File: config.mk
export PLATFORM = sky130hd
export DESIGN_NAME = modulation_ctrl
export DESIGN_NICKNAME = d
export VERILOG_FILES = /design/src/rtl/modulation_ctrl_pkg.sv /design/src/rtl/mod_sample_sched.sv /design/src/rtl/modulation_ctrl.sv
export SDC_FILE = /design/constraint.sdc
export NUM_CORES = 1
export LEC_CHECK = 0
export CAP_MARGIN = 20
export CORE_UTILIZATION = 45
export CTS_CLUSTER_DIAMETER = 80
export DETAILED_ROUTE_END_ITERATION = 16
export PLACE_DENSITY = 0.67
export SLEW_MARGIN = 30
export SYNTH_ARGS = -nofsm -noshare
export SYNTH_HDL_FRONTEND = slang
export SYNTH_SLANG_ARGS = --single-unit
File: constraint.sdc
create_clock -name i_clk -period 4.2 [get_ports i_clk]
set_input_delay 0.42 -clock i_clk [delete_from_list [all_inputs] [get_ports i_clk]]
set_output_delay 0.42 -clock i_clk [all_outputs]
set_load 0.005 [all_outputs]
File: src/rtl/modulation_ctrl_pkg.sv
// modulation_ctrl_pkg: register map, sequencer states
// and reset defaults shared by the modulation control slice.
package modulation_ctrl_pkg;

   localparam logic [2:0] A_FREQ   = 3'd0;
   localparam logic [2:0] A_AMP_H  = 3'd1;
   localparam logic [2:0] A_AMP_L  = 3'd2;
   localparam logic [2:0] A_DLY    = 3'd3;
   localparam logic [2:0] A_SETTLE = 3'd4;

   localparam logic [31:0] FREQ_RST = 32'd100;

   typedef enum logic [1:0] {
      IDLE,
      PENDING,
      SETTLE
   } state_t;

endpackage

File: src/rtl/mod_sample_sched.sv
// mod_sample_sched: delays each generator step into a sample
// strobe, flags overrun steps and blanks strobes while settling.
module mod_sample_sched
   import modulation_ctrl_pkg::*;
(
   input  logic        clk,
   input  logic        rst_n,
   input  logic        step,
   input  logic        status,
   input  logic [15:0] dly,
   input  logic        blank,
   output logic        sample_trig,
   output logic        sample_phase,
   output logic        sample_miss
);

   logic        pend;
   logic        cap;
   logic [15:0] cnt;

   // delay countdown; a new step always restarts the countdown
   always_ff @(posedge clk or negedge rst_n) begin
      if (!rst_n) begin
         pend         <= 1'b0;
         cap          <= 1'b0;
         cnt          <= '0;
         sample_trig  <= 1'b0;
         sample_phase <= 1'b0;
         sample_miss  <= 1'b0;
      end else begin
         sample_trig <= 1'b0;
         sample_miss <= 1'b0;
         if (step) begin
            sample_miss <= pend & ~blank;
            pend        <= 1'b1;
            cnt         <= dly;
            cap         <= status;
         end else if (pend) begin
            if (cnt == 16'd0) begin
               pend         <= 1'b0;
               sample_trig  <= ~blank;
               sample_phase <= cap;
            end else begin
               cnt <= cnt - 16'd1;
            end
         end
      end
   end

endmodule

File: src/rtl/modulation_ctrl.sv
// modulation_ctrl: shadow/active config committed on HIGH->LOW
// period boundaries, post-commit blanking, sample scheduling.
module modulation_ctrl
   import modulation_ctrl_pkg::*;
#(
   parameter int OUTPUT_BIT = 32
) (
   input  logic                  i_clk,
   input  logic                  i_rst_n,
   input  logic                  i_wr_en,
   input  logic [2:0]            i_wr_addr,
   input  logic [31:0]           i_wr_data,
   input  logic                  i_commit,
   input  logic                  i_status,
   input  logic                  i_step_trig,
   output logic [31:0]           o_freq_cnt,
   output logic [OUTPUT_BIT-1:0] o_amp_H,
   output logic [OUTPUT_BIT-1:0] o_amp_L,
   output logic                  o_busy,
   output logic                  o_settle,
   output logic                  o_sample_trig,
   output logic                  o_sample_phase,
   output logic                  o_sample_miss
);

   logic [31:0]           sh_freq;
   logic [OUTPUT_BIT-1:0] sh_amp_h;
   logic [OUTPUT_BIT-1:0] sh_amp_l;
   logic [15:0]           sh_dly;
   logic [15:0]           act_dly;
   logic [7:0]            sh_per;
   logic [7:0]            per_cnt;
   logic                  status_q;
   logic                  bnd;
   logic                  skip;
   logic                  fall;
   logic                  take;
   logic                  apply;
   state_t                state;
   state_t                nxt;

   assign fall = status_q & ~i_status;
   assign take = i_commit & (state != PENDING);

   // host writes always land in the shadow set
   always_ff @(posedge i_clk or negedge i_rst_n) begin
      if (!i_rst_n) begin
         sh_freq  <= FREQ_RST;
         sh_amp_h <= '0;
         sh_amp_l <= '0;
         sh_dly   <= '0;
         sh_per   <= '0;
      end else if (i_wr_en) begin
         case (i_wr_addr)
            A_FREQ:   sh_freq  <= i_wr_data;
            A_AMP_H:  sh_amp_h <= i_wr_data[OUTPUT_BIT-1:0];
            A_AMP_L:  sh_amp_l <= i_wr_data[OUTPUT_BIT-1:0];
            A_DLY:    sh_dly   <= i_wr_data[15:0];
            A_SETTLE: sh_per   <= i_wr_data[7:0];
            default:  ;
         endcase
      end
   end

   // boundary pulse; a fall seen in the commit cycle is skipped
   always_ff @(posedge i_clk or negedge i_rst_n) begin
      if (!i_rst_n) begin
         status_q <= 1'b0;
         bnd      <= 1'b0;
         skip     <= 1'b0;
      end else begin
         status_q <= i_status;
         bnd      <= fall;
         skip     <= take & fall;
      end
   end

   // sequencer next state and apply decision
   always_comb begin
      nxt   = state;
      apply = 1'b0;
      unique case (state)
         IDLE: begin
            if (i_commit) nxt = PENDING;
         end
         PENDING: begin
            if (bnd && !skip) begin
               apply = 1'b1;
               nxt   = (sh_per == 8'd0) ? IDLE : SETTLE;
            end
         end
         SETTLE: begin
            if (i_commit) nxt = PENDING;
            else if (bnd && per_cnt == 8'd1) nxt = IDLE;
         end
         default: nxt = IDLE;
      endcase
   end

   // state register with registered status flags
   always_ff @(posedge i_clk or negedge i_rst_n) begin
      if (!i_rst_n) begin
         state    <= IDLE;
         o_busy   <= 1'b0;
         o_settle <= 1'b0;
      end else begin
         state    <= nxt;
         o_busy   <= (nxt == PENDING);
         o_settle <= (nxt == SETTLE);
      end
   end

   // atomic apply of the whole set and blanking period count
   always_ff @(posedge i_clk or negedge i_rst_n) begin
      if (!i_rst_n) begin
         o_freq_cnt <= FREQ_RST;
         o_amp_H    <= '0;
         o_amp_L    <= '0;
         act_dly    <= '0;
         per_cnt    <= '0;
      end else if (apply) begin
         o_freq_cnt <= sh_freq;
         o_amp_H    <= sh_amp_h;
         o_amp_L    <= sh_amp_l;
         act_dly    <= sh_dly;
         per_cnt    <= sh_per;
      end else if (state == SETTLE && bnd && !i_commit) begin
         per_cnt <= per_cnt - 8'd1;
      end
   end

   mod_sample_sched u_sched (
      .clk          (i_clk),
      .rst_n        (i_rst_n),
      .step         (i_step_trig),
      .status       (i_status),
      .dly          (act_dly),
      .blank        (o_settle),
      .sample_trig  (o_sample_trig),
      .sample_phase (o_sample_phase),
      .sample_miss  (o_sample_miss)
   );

endmodule

# Word-level counts from Yosys, hierarchy flattened
# Cells that the tools add are included.
# totals
in_bits,41
register_bits,268
wordCells,81
# classes
eq_ne,11
n_addsub,2
muxes,20
reduce_logical,19
bitwise,7
# ops
op,count
$mux 16,3
$logic_not 16->1,1
$mux 8,2
$sub 16x1->16 const B,1
$reduce_and 2->1,6
$mux 2,5
$mux 1,9
$eq 8x1->1 const B,1
$logic_not 8->1,1
$sub 8x1->8 const B,1
$eq 3x2->1 const B,2
$pmux 2 s3,1
$and 1x1->1,4
$eq 2x1->1 const B,2
$eq 2x2->1 const B,2
$logic_and 1x1->1,4
$reduce_bool 2->1,2
$eq 3x1->1 const B,1
$eq 3x3->1 const B,1
$logic_not 3->1,1
$not 1->1,3
$reduce_and 3->1,1
$logic_not 1->1,2
$logic_not 2->1,1
other kinds (2),2

# Depth between registers and ports, before layout
# depth
ltp_word,6
mapped_depth,7
ltp_nobuf,7

# Modules after synthesis
# Synthesis repeated with hierarchy kept, for this count alone.
# unflattened
hier_cells,938
area_unflattened_um2,10721.5
# modules_own_cells
mod,area_per_inst_um2,n_inst,cells_each
modulation_ctrl,9479.1,1,807
mod_sample_sched,1242.4,1,131

# Least setup slack after synthesis
# Ideal clock, no wire load.
# synth_timing
path_type,reg2reg
startpoint,register u_sched.cnt[8]
endpoint,register u_sched.cnt[15]
path_slack_ps,2203
arrival_ps,1915
n_path_buf,1
stages_incl_launch_ff,6
path_cell_list,dfrtp_1 or4_4 or2_1 buf_6 or4_1 a31oi_1
# synth_between
elab_chain_cells,4
elab_cells_between_ends,7
# synth_lines
item,line,rtl
"start, declared",mod_sample_sched.sv:19,logic [15:0] cnt;
"start signal, assigned",mod_sample_sched.sv:36,cnt <= dly;
"start signal, assigned",mod_sample_sched.sv:44,cnt <= cnt - 16'd1;
$sub 16x1->16,mod_sample_sched.sv:44,
$mux 16,mod_sample_sched.sv:39,if (cnt == 16'd0) begin
$mux 16,mod_sample_sched.sv:38,end else if (pend) begin
$mux 16,mod_sample_sched.sv:33,if (step) begin
# Several ways; a longest one is shown, not always the timed one. The select of a mux whose other input is x is not followed.
# A chain may end at the register's enable or synchronous reset.

# Worst setup path in the final report
# layout_timing
startpoint,register u_sched.cnt[12]
endpoint,register u_sched.cnt[0]
# layout_between
elab_chain_cells,3
# layout_lines
item,line
$logic_not 16->1,mod_sample_sched.sv:39
$ne 2x2->1 (no line),--
$reduce_and 2->1 (no line),--
# Every way passes these cells.

==> metrics <==
DR vias=~6400; Pleak=5.67 nW; crit path buf inv count=1; # resized after CTS=0; Synth Area per Inst=14.8 um2; initial antenna violation count=0; ant diodes=0; post-DR vias/cell=about 5.3; drt drc=0; die area=between 20000 and 25000 um2; layout cell share with drive strength beyond 1=0.355; post-synthesis instance area=10600 um2; die height=about 160 um; max_cap viols=0; first-pass GRT wire length=~38000 um; core region area=approximately 23000 um2; Worst-path clk slew=0.06 ns; # fillers=1785; clock sink count=approximately 270; GRT Residual Overflow=0; Crit path required time=approximately 4.6 ns; Die X=between 150 and 200 um; worst slack at placement=1.53 ns; f_max=0.449 GHz; Final Max Tran Viols=0; min cycle time layout=2.23 ns; kind of critical path=flip-flop to flip-flop; Area growth syn-to-layout=27.2%; Clock Tree Buf Depth=3; vias in the first global route=between 6000 and 7000; post-route insts no fill=~1200; fin crit share=0.531; final setup TNS=0 ns; pin count of the biggest net entering global routing=around 130; placed cells=approximately 1100; Hold Crit Class=primary input to asynchronous set/reset pin; slew margin rel.=0.367; H-tree Lvls=1; CP max FO=10; delay of the slowest critical-path stage=about 0.56 ns; detailed placer's ending HPWL=15200 um; DRT iter0 DRCs=approximately 300; synthesized flop and latch total=about 270; RSZ-0062 raised after global routing=false; CTS tree=done; Netlist cell types=56; outcome=complete, no violations; Setup crit start kind=flip-flop; Main synth FF type=dfrtp_1; WL per Instance=about 19 um; I/O pin cnt=between 100 and 150; post-route core utilization=0.589; clk_skew=between 0.015 and 0.02 ns; FFs w/ async S/R, synth=1.00; Crit path arrival time=2.63 ns; Hold Fails Final Rpt=0; CP Capture Type=flip-flop; Routability Congestion=0.847; initial core utilization=0.463; Port Buf Inserts=roughly 140; clk_lat worst skew=0.54 ns; final worst-path setup slack=approximately 2.0 ns; Total GRT Usage=0.198; Worst Max-Slew Pin Slew=roughly 0.95 ns; sequential fraction of the synthesis area=0.632; family with the most delay on the worst path=simple AND/OR/NAND/NOR gates; root buf cell=clkbuf_16; maximum VDD drop=between 0.3 and 0.4 mV; Final nets=911; critical path's slowest cell=or4_1; TritonCTS Buffers=28; critical path, cell by cell=or4_1 > or2_1 > o21ai_2 > inv_2 > mux2i_1; Net Count, Synth=approximately 760; final wirelength=around 23000 um; Final ANT Viol Nets=0; DR pass1 iterations=4; multi-input gate area in the final layout=~3700 um2; Final Setup Violations=0; Synth warnings=0; number of flops mapped to enable cells by yosys=0; Sequential Area=around 6700 um2; Synth Instances=716; # rows=55; Power per Cell Area=a little under 700 nW/um2
routing by layer:
layer  wire (um)  GRT usage
met1       10200      0.271
met2       11300      0.325
met3        1090     0.0428
met4         322     0.0462
met5           0          0
kinds of logic (layout without fill, tap and decap cells):
kind of cell             after synthesis  count (layout)  synth area share
AND/OR/NAND/NOR                       91              91            0.0464
AO/OA/AOI/OAI                         66              66            0.0463
adder cells (fa/ha/maj)                4               4           0.00471
buffers and inverters                 50             222            0.0193
multiplexers                         237             237             0.251
flip-flops                           268             268             0.632
layout make-up:
class	count	share of cell area
timing repair buffer	155	0.118
clock inverter	16	0.0168
multi-input combinational	398	0.277
clock buffer	36	0.0578
tap	313	0.0290
inverter	15	0.00417
sequential	268	0.497
power by group:
| group | internal, mW | leakage [nW] | total, mW | switching [mW] |
|---|---|---|---|---|
| combinational | 1.66 | 1.94 | 2.55 | 0.892 |
| sequential | 3.51 | 3.24 | 4.09 | 0.579 |
| clock | 1.62 | 0.486 | 2.62 | 0.997 |
repair_timing:
action | CTS | global route
setup buffers | 0 | 0
hold buffers | 0 | 1
endpoints found under the hold margin | 0 | 33
through the flow:
step	power, mW	hold WS (ns)	area [um2]
after floorplan	5.21	0.124	10600
after global placement	6.60	0.483	12400
after detailed placement	6.70	0.490	12400
after CTS	9.38	0.0138	13400
after global routing	9.77	0.371	13500
final	9.26	0.357	13500
placed cells by master (no fill, tap or decap), types with 4 or more instances in the layout:
| master | Yosys | layout |
|---|---|---|
| dfrtp_1 | 262 | 262 |
| mux2_2 | 234 | 234 |
| clkdlybuf4s50_1 | 0 | 140 |
| clkbuf_16 | 0 | 28 |
| nor2_1 | 22 | 20 |
| nand2_1 | 17 | 17 |
| inv_1 | 14 | 14 |
| o21ai_0 | 10 | 10 |
| buf_4 | 0 | 9 |
| nand3_1 | 8 | 8 |
| or4_1 | 7 | 7 |
| a21oi_1 | 7 | 7 |
| nor2b_1 | 6 | 6 |
| o22ai_1 | 6 | 6 |
| nor3_1 | 7 | 6 |
| clkinv_2 | 0 | 6 |
| dfstp_2 | 6 | 6 |
| o211ai_1 | 5 | 5 |
| bufinv_16 | 0 | 5 |
| clkbuf_8 | 0 | 5 |
| nor4_1 | 4 | 4 |
| o311ai_0 | 4 | 4 |
| ha_1 | 4 | 4 |
| clkinvlp_4 | 0 | 4 |
flip-flops by register name, summed over array words and instances (netlist names), 8 cells and up:
register / flops
sh_amp_h: 32
u_sched.cnt: 16
o_amp_L: 32
sh_freq: 32
sh_per: 8
sh_dly: 16
per_cnt: 8
o_freq_cnt: 32
act_dly: 16
sh_amp_l: 32
o_amp_H: 32
Yosys cell counts, drive strengths merged (7+ instances only):
master	instances	share of area
o21ai	11	0.0055
nor3	7	0.0033
dfrtp	262	0.62
or4	8	0.0060
nor2	22	0.0078
clkbuf	19	0.0067
buf	16	0.0073
a21oi	7	0.0033
nand3	8	0.0038
mux2	234	0.25
nand2	17	0.0060
inv	15	0.0053
final timing paths:
kind                                      start             end  slack, ns  depth (start not counted)
max in group asynchronous               i_rst_n        status_q       2.68                          4
worst max register to register  u_sched.cnt[12]  u_sched.cnt[0]       1.97                          5
worst min-delay path                    i_rst_n      sh_freq[3]       0.36                          2
min in group i_clk                     i_status        status_q       0.50                          1
worst min register to register     sh_amp_h[21]     o_amp_H[21]       0.50                          1
worst max-delay path            u_sched.cnt[12]  u_sched.cnt[0]       1.97                          5
Note: power is estimated with default switching activity, not from simulation.
